[config.mk]
export PLATFORM = sky130hd
export DESIGN_NAME = i2c_master_ctrl
export DESIGN_NICKNAME = d
export VERILOG_FILES = /design/src/rtl/i2c_pkg.sv /design/src/rtl/i2c_bit_timer.sv /design/src/rtl/i2c_master_ctrl.sv
export SDC_FILE = /design/constraint.sdc
export NUM_CORES = 1
export LEC_CHECK = 0
export ABC_AREA = 1
export CAP_MARGIN = 20
export CORE_ASPECT_RATIO = 1.5
export CORE_MARGIN = 2
export CORE_UTILIZATION = 40
export CTS_CLUSTER_SIZE = 14
export DETAILED_ROUTE_END_ITERATION = 10
export PLACE_DENSITY = 0.64
export SYNTH_ARGS = -nofsm -noshare
export SYNTH_HDL_FRONTEND = slang
export SYNTH_HIERARCHICAL = 1
export SYNTH_SLANG_ARGS = --single-unit
[constraint.sdc]
create_clock -name HCLK -period 4.3 [get_ports HCLK]
set_clock_uncertainty 0.05 [all_clocks]
set_input_delay 1.29 -clock HCLK [delete_from_list [all_inputs] [get_ports HCLK]]
set_output_delay 1.29 -clock HCLK [all_outputs]
set_load 0.02 [all_outputs]
[src/rtl/i2c_pkg.sv]
// Shared types and encodings for the I2C master sequencer: FSM states,
// bit-time quarters, R/W bit encoding and ACK/NACK SDA levels.
package i2c_pkg;

  typedef enum logic [3:0] {
    ST_IDLE,
    ST_START,
    ST_ADDR,
    ST_ADDR_ACK,
    ST_WR_WAIT,
    ST_WR_BYTE,
    ST_WR_ACK,
    ST_RD_BYTE,
    ST_RD_ACK,
    ST_STOP
  } i2c_state_e;

  typedef enum logic [1:0] {
    Q0,
    Q1,
    Q2,
    Q3
  } i2c_quarter_e;

  localparam logic RW_WRITE = 1'b0;
  localparam logic RW_READ  = 1'b1;

  localparam logic SDA_ACK  = 1'b0;
  localparam logic SDA_NACK = 1'b1;

endpackage

[src/rtl/i2c_bit_timer.sv]
// Quarter-bit timer: counts CLK_DIV-1 down to 0 per quarter and steps Q0..Q3.
// With I2C_CLK_STRETCH_EN defined, Q2/Q3 freeze while a slave holds SCL low.
module i2c_bit_timer
  import i2c_pkg::*;
#(
  parameter int CLK_DIV = 250
) (
  input  logic         HCLK,
  input  logic         HRESET,
  input  logic         clr,
  input  logic         run,
  input  logic         scl_oe,
  input  logic         scl_in,
  output i2c_quarter_e quarter,
  output logic         tick
);

  localparam int            CW   = $clog2(CLK_DIV);
  localparam logic [CW-1:0] LOAD = CW'(CLK_DIV - 1);

  logic [CW-1:0] qcnt;
  logic          frozen;

`ifdef I2C_CLK_STRETCH_EN
  // SCL released by us but still low means the slave is stretching.
  assign frozen = ((quarter == Q2) || (quarter == Q3)) && !scl_oe && !scl_in;
`else
  logic stretch_unused;
  assign stretch_unused = scl_oe ^ scl_in;
  assign frozen         = 1'b0;
`endif

  assign tick = run && !frozen && (qcnt == '0);

  always_ff @(posedge HCLK or posedge HRESET) begin
    if (HRESET) begin
      qcnt    <= LOAD;
      quarter <= Q0;
    end else if (clr) begin
      qcnt    <= LOAD;
      quarter <= Q0;
    end else if (run && !frozen) begin
      if (qcnt == '0) begin
        qcnt    <= LOAD;
        quarter <= i2c_quarter_e'(quarter + 2'd1);
      end else begin
        qcnt <= qcnt - CW'(1);
      end
    end
  end

endmodule

[src/rtl/i2c_master_ctrl.sv]
// Byte-level I2C master: START, address byte, N data bytes, STOP with ACK/NAK
// handling. Optional macro I2C_CLK_STRETCH_EN enables slave clock stretching.
module i2c_master_ctrl
  import i2c_pkg::*;
#(
  parameter int CLK_DIV  = 250,
  parameter int NBYTES_W = 8
) (
  input  logic                HCLK,
  input  logic                HRESET,
  input  logic                i_start,
  input  logic [6:0]          i_slvaddr,
  input  logic                i_tba,
  input  logic [NBYTES_W-1:0] i_nbytes,
  input  logic [7:0]          i_wdata,
  input  logic                i_wvalid,
  output logic                o_wready,
  output logic [7:0]          o_rdata,
  output logic                o_rec,
  output logic                o_tra,
  output logic                o_nak,
  output logic                o_busy,
  output logic                o_scl_oe,
  input  logic                i_scl,
  output logic                o_sda_oe,
  input  logic                i_sda,
  output i2c_state_e          o_dbg_state
);

  i2c_state_e          state, state_next;
  i2c_quarter_e        quarter;
  logic                tick, bit_end, smp, accept, scl_lo;
  logic                scl_oe, sda_oe, wr_load, tra, nak;
  logic [7:0]          shift_q, rdata_q;
  logic [2:0]          bitcnt_q;
  logic [NBYTES_W-1:0] rem_q;
  logic                tba_q, ack_q, rec_q;

  i2c_bit_timer #(.CLK_DIV(CLK_DIV)) u_timer (
    .HCLK    (HCLK),
    .HRESET  (HRESET),
    .clr     (state == ST_IDLE),
    .run     ((state != ST_IDLE) && (state != ST_WR_WAIT)),
    .scl_oe  (scl_oe),
    .scl_in  (i_scl),
    .quarter (quarter),
    .tick    (tick)
  );

  assign bit_end = tick && (quarter == Q3);
  assign smp     = tick && (quarter == Q2);
  assign accept  = (state == ST_IDLE) && i_start;
  assign scl_lo  = (quarter == Q0) || (quarter == Q1);

  always_ff @(posedge HCLK or posedge HRESET) begin
    if (HRESET) state <= ST_IDLE;
    else        state <= state_next;
  end

  always_comb begin
    state_next = state;
    case (state)
      ST_IDLE:     if (accept) state_next = ST_START;
      ST_START:    if (bit_end) state_next = ST_ADDR;
      ST_ADDR:     if (bit_end && (bitcnt_q == 3'd7)) state_next = ST_ADDR_ACK;
      ST_ADDR_ACK: if (bit_end) begin
        if ((ack_q == SDA_NACK) || (rem_q == '0)) state_next = ST_STOP;
        else if (tba_q == RW_WRITE)               state_next = i_wvalid ? ST_WR_BYTE : ST_WR_WAIT;
        else                                      state_next = ST_RD_BYTE;
      end
      ST_WR_WAIT:  if (i_wvalid) state_next = ST_WR_BYTE;
      ST_WR_BYTE:  if (bit_end && (bitcnt_q == 3'd7)) state_next = ST_WR_ACK;
      ST_WR_ACK:   if (bit_end) begin
        if ((ack_q == SDA_NACK) || (rem_q == NBYTES_W'(1))) state_next = ST_STOP;
        else                                                 state_next = i_wvalid ? ST_WR_BYTE : ST_WR_WAIT;
      end
      ST_RD_BYTE:  if (bit_end && (bitcnt_q == 3'd7)) state_next = ST_RD_ACK;
      ST_RD_ACK:   if (bit_end) state_next = (rem_q != '0) ? ST_RD_BYTE : ST_STOP;
      ST_STOP:     if (bit_end) state_next = ST_IDLE;
      default:     state_next = ST_IDLE;
    endcase
  end

  // Write handshake: i_wdata is taken on any cycle with i_wvalid and o_wready
  // both high; o_wready follows i_wvalid combinationally so a byte that is
  // already waiting at the end of an ACK bit costs no extra bus time.
  always_comb begin
    scl_oe  = 1'b0;
    sda_oe  = 1'b0;
    wr_load = (state_next == ST_WR_BYTE) && (state != ST_WR_BYTE);
    tra     = (state == ST_WR_ACK) && bit_end && (ack_q == SDA_ACK);
    nak     = ((state == ST_ADDR_ACK) || (state == ST_WR_ACK)) && bit_end && (ack_q == SDA_NACK);
    case (state)
      ST_START:    sda_oe = (quarter == Q2) || (quarter == Q3);
      ST_ADDR, ST_WR_BYTE: begin
        scl_oe = scl_lo;
        sda_oe = ~shift_q[7];
      end
      ST_ADDR_ACK, ST_WR_ACK, ST_RD_BYTE: scl_oe = scl_lo;
      ST_RD_ACK: begin
        scl_oe = scl_lo;
        sda_oe = (rem_q != '0);
      end
      ST_WR_WAIT:  scl_oe = 1'b1;
      ST_STOP: begin
        scl_oe = (quarter == Q0);
        sda_oe = (quarter != Q3);
      end
      default: ;
    endcase
  end

  always_ff @(posedge HCLK or posedge HRESET) begin
    if (HRESET) begin
      shift_q  <= 8'h00;
      rdata_q  <= 8'h00;
      bitcnt_q <= 3'd0;
      rem_q    <= '0;
      tba_q    <= 1'b0;
      ack_q    <= 1'b0;
      rec_q    <= 1'b0;
    end else begin
      rec_q <= 1'b0;
      if (accept) begin
        shift_q  <= {i_slvaddr, i_tba};
        tba_q    <= i_tba;
        rem_q    <= i_nbytes;
        bitcnt_q <= 3'd0;
      end else if (wr_load) begin
        shift_q <= i_wdata;
      end else if (((state == ST_ADDR) || (state == ST_WR_BYTE)) && bit_end) begin
        shift_q <= {shift_q[6:0], 1'b0};
      end else if ((state == ST_RD_BYTE) && smp) begin
        shift_q <= {shift_q[6:0], i_sda};
      end
      if (((state == ST_ADDR) || (state == ST_WR_BYTE) || (state == ST_RD_BYTE)) && bit_end)
        bitcnt_q <= bitcnt_q + 3'd1;
      if ((state == ST_RD_BYTE) && smp && (bitcnt_q == 3'd7)) begin
        rdata_q <= {shift_q[6:0], i_sda};
        rec_q   <= 1'b1;
      end
      // Remaining count drops once a read byte completes, so RD_ACK sees what is left.
      if (((state == ST_RD_BYTE) && bit_end && (bitcnt_q == 3'd7)) || tra)
        rem_q <= rem_q - NBYTES_W'(1);
      if (((state == ST_ADDR_ACK) || (state == ST_WR_ACK)) && smp)
        ack_q <= i_sda;
    end
  end

  assign o_wready    = wr_load;
  assign o_tra       = tra;
  assign o_nak       = nak;
  assign o_rec       = rec_q;
  assign o_rdata     = rdata_q;
  assign o_busy      = (state != ST_IDLE);
  assign o_scl_oe    = scl_oe;
  assign o_sda_oe    = sda_oe;
  assign o_dbg_state = state;

endmodule

# After elaboration in Yosys (flattened, before gate mapping)
# Index checks and enable logic that the tools add are counted.
word_totals:
  reg_bits: 44
  out_inout_bits: 19
  word_cells: 107
classes:
  add_sub_neg: 4
  n_eq_ne: 18
  muxes: 33
  bitwise: 2
  n_reduce_logical: 40
ops:
  columns: ["operator", "n"]
  rows:
  - ["2-to-1 mux 8 bit", 9]
  - ["2-to-1 mux 4 bit", 13]
  - ["one-hot mux 4 bit (10 select lines)", 1]
  - ["== test 4 x 3 -> 1 bit (second input constant)", 5]
  - ["logical AND 1 bit", 18]
  - ["logical NOT 8 bit", 2]
  - ["subtractor 8 x 1 -> 8 bit (second input constant)", 2]
  - ["== test 4 x 2 -> 1 bit (second input constant)", 2]
  - ["== test 4 bit (second input constant)", 2]
  - ["== test 8 x 1 -> 1 bit (second input constant)", 1]
  - ["logical OR 1 bit", 8]
  - ["2-to-1 mux 2 bit", 4]
  - ["inequality test 4 x 3 -> 1 bit (second input constant)", 2]
  - ["nonzero test 2 bit", 4]
  - ["nonzero test 4 bit", 2]
  - ["nonzero test 8 bit", 1]
  - ["2-to-1 mux 3 bit", 2]
  - ["OR reduction 6 bit", 1]
  - ["== test 2 bit (second input constant)", 2]
  - ["== test 4 x 1 -> 1 bit (second input constant)", 1]
  - ["logical NOT 4 bit", 1]
  - ["one-hot mux 1 bit (4 select lines)", 1]
  - ["adder 3 x 1 -> 3 bit (second input constant)", 1]
  - ["== test 3 bit (second input constant)", 1]
  - ["9 further kinds", 11]

# Logic depth before layout (Yosys ltp)
depth:
  depth_word: 11
  mapped_depth: 23
  ltp_nobuf: 22

# By module
# Netlist, hierarchy kept.
by_module_without_submodules:
  columns: ["mod", "instances", "cells_per_inst", "area_each_um2"]
  rows:
  - ["i2c_master_ctrl", 1, 324, 2349.8]
  - ["i2c_bit_timer", 1, 80, 650.6]

# Least setup slack after synthesis
# No wires, ideal clock.
synth_path:
  kind: "reg-to-output"
  from: "reg state[1] (netlist: o_dbg_state[1])"
  to: "out o_wready"
  arrival_time_ps: 2357
  setup_slack_ps: 603
  stages_incl_launch_ff: 17
  path_cell_list: "dfrtp_1 -> inv_1 -> nand3_1 -> nand2_1 -> inv_1 -> nand3_2 -> clkinv_2 -> nand2_1 -> nor2_1 -> nor2_1 -> nand2_1 -> nor2_4 -> nand3_4 -> nor2_8 -> nand2_4 -> buf_6 -> inv_1"
synth_between:
  elab_chain_cells: 9
  word_cells_on_any_way: 31
  cone_classes: "eq/ne (12); mux (11); reduce/logical (8)"
synth_rtl:
  columns: ["item", "line", "rtl"]
  rows:
  - ["start, declared", "i2c_master_ctrl.sv:30", "i2c_state_e state, state_next;"]
  - ["start signal, assigned", "i2c_master_ctrl.sv:57", "else state <= state_next;"]
  - ["inequality test 4 x 3 -> 1 bit / nonzero test 4 bit (equally long branches)", "i2c_master_ctrl.sv:43", ".run ((state != ST_IDLE) && (state != ST_WR_WAIT)),"]
  - ["logical AND 1 bit *", "i2c_master_ctrl.sv:43", null]
  - ["logical AND 1 bit *", "i2c_bit_timer.sv:33", "assign tick = run && !frozen && (qcnt == '0);"]
  - ["named net tick", "i2c_master_ctrl.sv:32", "logic tick, bit_end, smp, accept, scl_lo;"]
  - ["logical AND 1 bit *", "i2c_master_ctrl.sv:50", "assign bit_end = tick && (quarter == Q3);"]
  - ["logical AND 1 bit", "i2c_master_ctrl.sv:65, i2c_master_ctrl.sv:72, i2c_master_ctrl.sv:77", null]
  - ["2-to-1 mux 4 bit (on tied branches)", "i2c_master_ctrl.sv:77, i2c_master_ctrl.sv:65, i2c_master_ctrl.sv:72", null]
  - ["one-hot mux 4 bit (10 select lines) *", "i2c_master_ctrl.sv:62", "case (state)"]
  - ["== test 4 x 3 -> 1 bit *", "i2c_master_ctrl.sv:90", "wr_load = (state_next == ST_WR_BYTE) && (state != ST_WR_BYTE);"]
  - ["logical AND 1 bit *", "i2c_master_ctrl.sv:90", null]
  - ["end, declared", "i2c_master_ctrl.sv:17", "output logic o_wready,"]
# Mark *: on every way through the listed nets, which the timed path passes. The rest lies on a longest branch.

# Worst setup path after layout
layout_path:
  from: "in i_wvalid"
  to: "out o_wready"
layout_between:
  elab_chain_cells: 7
  word_cells_on_any_way: 10
  cone_classes: "eq/ne (1); mux (8); reduce/logical (1)"
layout_rtl:
  columns: ["item", "line", "rtl"]
  rows:
  - ["start, declared", "i2c_master_ctrl.sv:16", "input logic i_wvalid,"]
  - ["2-to-1 mux 1 bit", "i2c_master_ctrl.sv:68, i2c_master_ctrl.sv:75", null]
  - ["2-to-1 mux 2 bit", "i2c_master_ctrl.sv:68", "else if (tba_q == RW_WRITE) state_next = i_wvalid ? ST_WR_BYTE : ST_WR_WAIT;"]
  - ["2-to-1 mux 4 bit", "i2c_master_ctrl.sv:67", "if ((ack_q == SDA_NACK) || (rem_q == '0)) state_next = ST_STOP;"]
  - ["2-to-1 mux 4 bit", "i2c_master_ctrl.sv:66", "ST_ADDR_ACK: if (bit_end) begin"]
  - ["one-hot mux 4 bit (10 select lines) *", "i2c_master_ctrl.sv:62", null]
  - ["== test 4 x 3 -> 1 bit *", "i2c_master_ctrl.sv:90", null]
  - ["logical AND 1 bit *", "i2c_master_ctrl.sv:90", null]
# Mark *: on every way between the ends. The rest lies on a longest branch, timed or not.

==> results_dict.tcl <==
set metrics [dict create \
    status "finished, final reports clean" \
    endpoint "o_wready" \
    dieArea_um2 8224 \
    peakVddDrop_uv 195.5 \
    critPathLaunchType "primary input" \
    drt_iter0_drc 131 \
    final_cell_mix "nand2_1, inv_1, clkdlybuf4s50_1" \
    gp_congestion 0.9131 \
    drc 0 \
    slew_headroom_pct 67.42 \
    fin_nets 501 \
    initial_core_util_pct 41.25 \
    crit_chain "clkdlybuf4s50_1, inv_1, nand4_1, nor2_1, nand2_1, nand2_1, nand3_1, a21oi_2, nor2_4, nand2_4, inv_1, clkbuf_2" \
    final_common_cell "nand2_1" \
    clockBufferDepth 2 \
    core_um2 7274 \
    netlist_area_um2 3000 \
    crit_buf_inv 4 \
    rsz0062_at_grt "false" \
    clock.fmax_mhz 243.2 \
    clock_sink_count 44 \
    cp_max_fo 2 \
    port_buffers 47 \
    post-route-period-util_pct 95.63 \
    areaGrowthSynthToFinish_pct 25.40 \
    placed_area_um2 3640 \
    cts_tree "yes" \
    syn-num-nets 441 \
    ys_types 43 \
    diodes 0 \
    finalInstanceArea_um2 3762 \
    htree_levels 2 \
    slew_viol_final 0 \
    routedWlPerCell_um 13.01 \
    grt_first_pass_wirelength_um 12430 \
    grt_max_degree 35 \
    path_clk_slew_ps 90 \
    dr.pass1.iters 4 \
    cts-root-buf "clkbuf_8" \
    ios 49 \
    wl_um 7350 \
    r2r_slack_ps 1380 \
    ys_seq_area_share_pct 36.95 \
    vias 2767 \
    antenna_found_initial 0 \
    total_leakage_power_nw 1.930 \
    vias_per_cell 4.897 \
    setup_viol 0 \
    hold_class "reg -> reg" \
    grt_usage_pct 19.60 \
    slowest_delay_ps 430 \
    r2r-start "u_timer/qcnt[0]" \
    cp_top_family "buffers and inverters" \
    hpwl_um 5739 \
    syn_area_per_cell_um2 7.427 \
    ff2ff_path_depth 21 \
    end_kind "primary output" \
    crit_arrival_ps 2770 \
    criticalPathCategory "in -> out" \
    cp.required_ps 2960 \
    hold_viol_final 0 \
    pwr_density_cell_nw_per_um2 212.6 \
    layout-drive-gt1-share_pct 17.85 \
    tightest_slew_ps 488.1 \
    fp.dieH_um 110.1 \
    clk-insertion-delay-late_ps 310 \
    ys_ff_latch 44 \
    cts_setup_buffers 0 \
    worstReg2RegEnd "shift_q[5]" \
    die_w_um 74.72 \
    ant_nets 0 \
    crit_cells 12 \
    period_minus_slack_ps 4112 \
    syn_inst 404 \
    drv_cap 0 \
    grt_pass1_vias 2737 \
    final_util_pct 51.72 \
    critPathLaunch "i_wvalid" \
    grt_overflow_total 0 \
    critPathSlowestCell "clkdlybuf4s50_1" \
    cts_buffers 5 \
    yosys_warnings 6 \
    rows 38 \
]
[stage by stage]
step	setup slack [ps]	TNS (ps)	hold WS (ps)	power (W)	std cells
after CTS	18.79	0	448.5	0.0008102	565
after detailed placement	-187.4	-187.4	436.4	0.0004621	557
after global routing	59.72	0	478.8	0.0008289	565
after global placement	-195.2	-195.2	437.0	0.0004617	557
after floorplan	602.8	0	399.4	0.0004311	404
final	187.9	0	441.0	0.0007999	565
[synth_stat cells]
master | instances | area share [%]
o221ai_1 | 1 | 0.29
a21oi_2 | 3 | 0.88
nor4_1 | 2 | 0.42
a211oi_2 | 1 | 0.42
dfstp_2 | 6 | 5.3
nand2_1 | 114 | 14
nor2_1 | 45 | 5.6
clkinv_2 | 2 | 0.33
buf_1 | 1 | 0.12
nand2_4 | 3 | 1.1
a32oi_1 | 1 | 0.29
inv_2 | 4 | 0.50
nand2_2 | 7 | 1.5
nand3_2 | 1 | 0.33
o211ai_1 | 4 | 1.0
a22oi_1 | 2 | 0.50
nand3_1 | 35 | 5.8
o311ai_0 | 1 | 0.29
nor3_1 | 3 | 0.50
xor2_2 | 1 | 0.54
nor2_8 | 1 | 0.67
buf_6 | 3 | 1.1
o21ai_1 | 1 | 0.17
inv_4 | 1 | 0.21
clkbuf_1 | 1 | 0.12
nor2_2 | 11 | 2.3
a21oi_1 | 10 | 1.7
o31ai_1 | 1 | 0.25
a22o_1 | 2 | 0.58
nand3_4 | 2 | 1.2
nor2_4 | 8 | 3.0
mux2_2 | 8 | 3.0
xnor2_1 | 1 | 0.29
ha_1 | 7 | 2.9
dfrtp_1 | 38 | 32
buf_2 | 1 | 0.17
inv_1 | 52 | 6.5
nand4_2 | 1 | 0.42
o21ai_2 | 1 | 0.29
xor2_1 | 2 | 0.58
o22ai_1 | 3 | 0.63
o21ai_0 | 6 | 1.0
nand4_1 | 6 | 1.3
[sequential cells by signal (all words and copies together), names as in the netlist]
register,cells
o_rdata,8
rem_q,8
shift_q,8
u_timer/qcnt,8
o_dbg_state,4
bitcnt_q,3
u_timer/quarter,2
ack_q,1
o_rec,1
tba_q,1
[timing repair]
item | 4_1_cts | 5_1_grt
gates cloned | 0 | 0
hold buffers | 0 | 0
gates resized for setup | 1 | 4
endpoints found under the setup margin | 1 | 2
[logic make-up after synthesis]
logic type / Yosys count / synth area share, %
XOR/XNOR: 4 / 1.418
multiplexers: 8 / 3.003
adder cells (fa/ha/maj): 7 / 2.919
flip-flops: 44 / 36.95
buffers and inverters: 65 / 9.091
AO/OA/AOI/OAI: 37 / 8.257
AND/OR/NAND/NOR: 239 / 38.37
[where the power goes]
| part | internal, W | total (W) | switching, W | leakage (nW) |
|---|---|---|---|---|
| clock | 0.000190 | 0.000347 | 0.000157 | 0.0614 |
| sequential | 0.000414 | 0.000415 | 0.000000592 | 0.544 |
| combinational | 0.0000239 | 0.0000384 | 0.0000144 | 1.32 |
[final cells by class]
cell class | count | area (µm²)
clock buffer | 6 | 82.58
inverter | 59 | 227.7
tap | 100 | 125.1
clock inverter | 2 | 38.79
fill | 735 | 3512
timing repair buffer | 59 | 555.5
sequential | 44 | 1109
multi-input combinational | 295 | 1624
[how the worst min path moves through the flow]
stage,start,endpoint,slack (ps),depth (start not counted)
4_1_cts,bitcnt_q[0],bitcnt_q[0],450,1
2_1_floorplan,shift_q[7],shift_q[7],400,2
3_5_place_dp,bitcnt_q[0],bitcnt_q[0],440,1
3_3_place_gp,bitcnt_q[0],bitcnt_q[0],440,1
6_report,bitcnt_q[0],bitcnt_q[0],440,1
5_1_grt,bitcnt_q[2],bitcnt_q[2],480,1
[per-layer routing]
| metal | global-route usage [%] | wire length, µm | vias up | part of all wire [%] |
|---|---|---|---|---|
| li1 | - | - | 1405 | - |
| met2 | 35.27 | 3815 | 68 | 52 |
| met4 | 8.291 | 222 | 0 | 3.0 |
| met5 | 0 | 0 | - | 0 |
| met1 | 22.46 | 3011 | 1275 | 41 |
| met3 | 3.182 | 301 | 19 | 4.1 |
(Power assumes the default switching activity.)
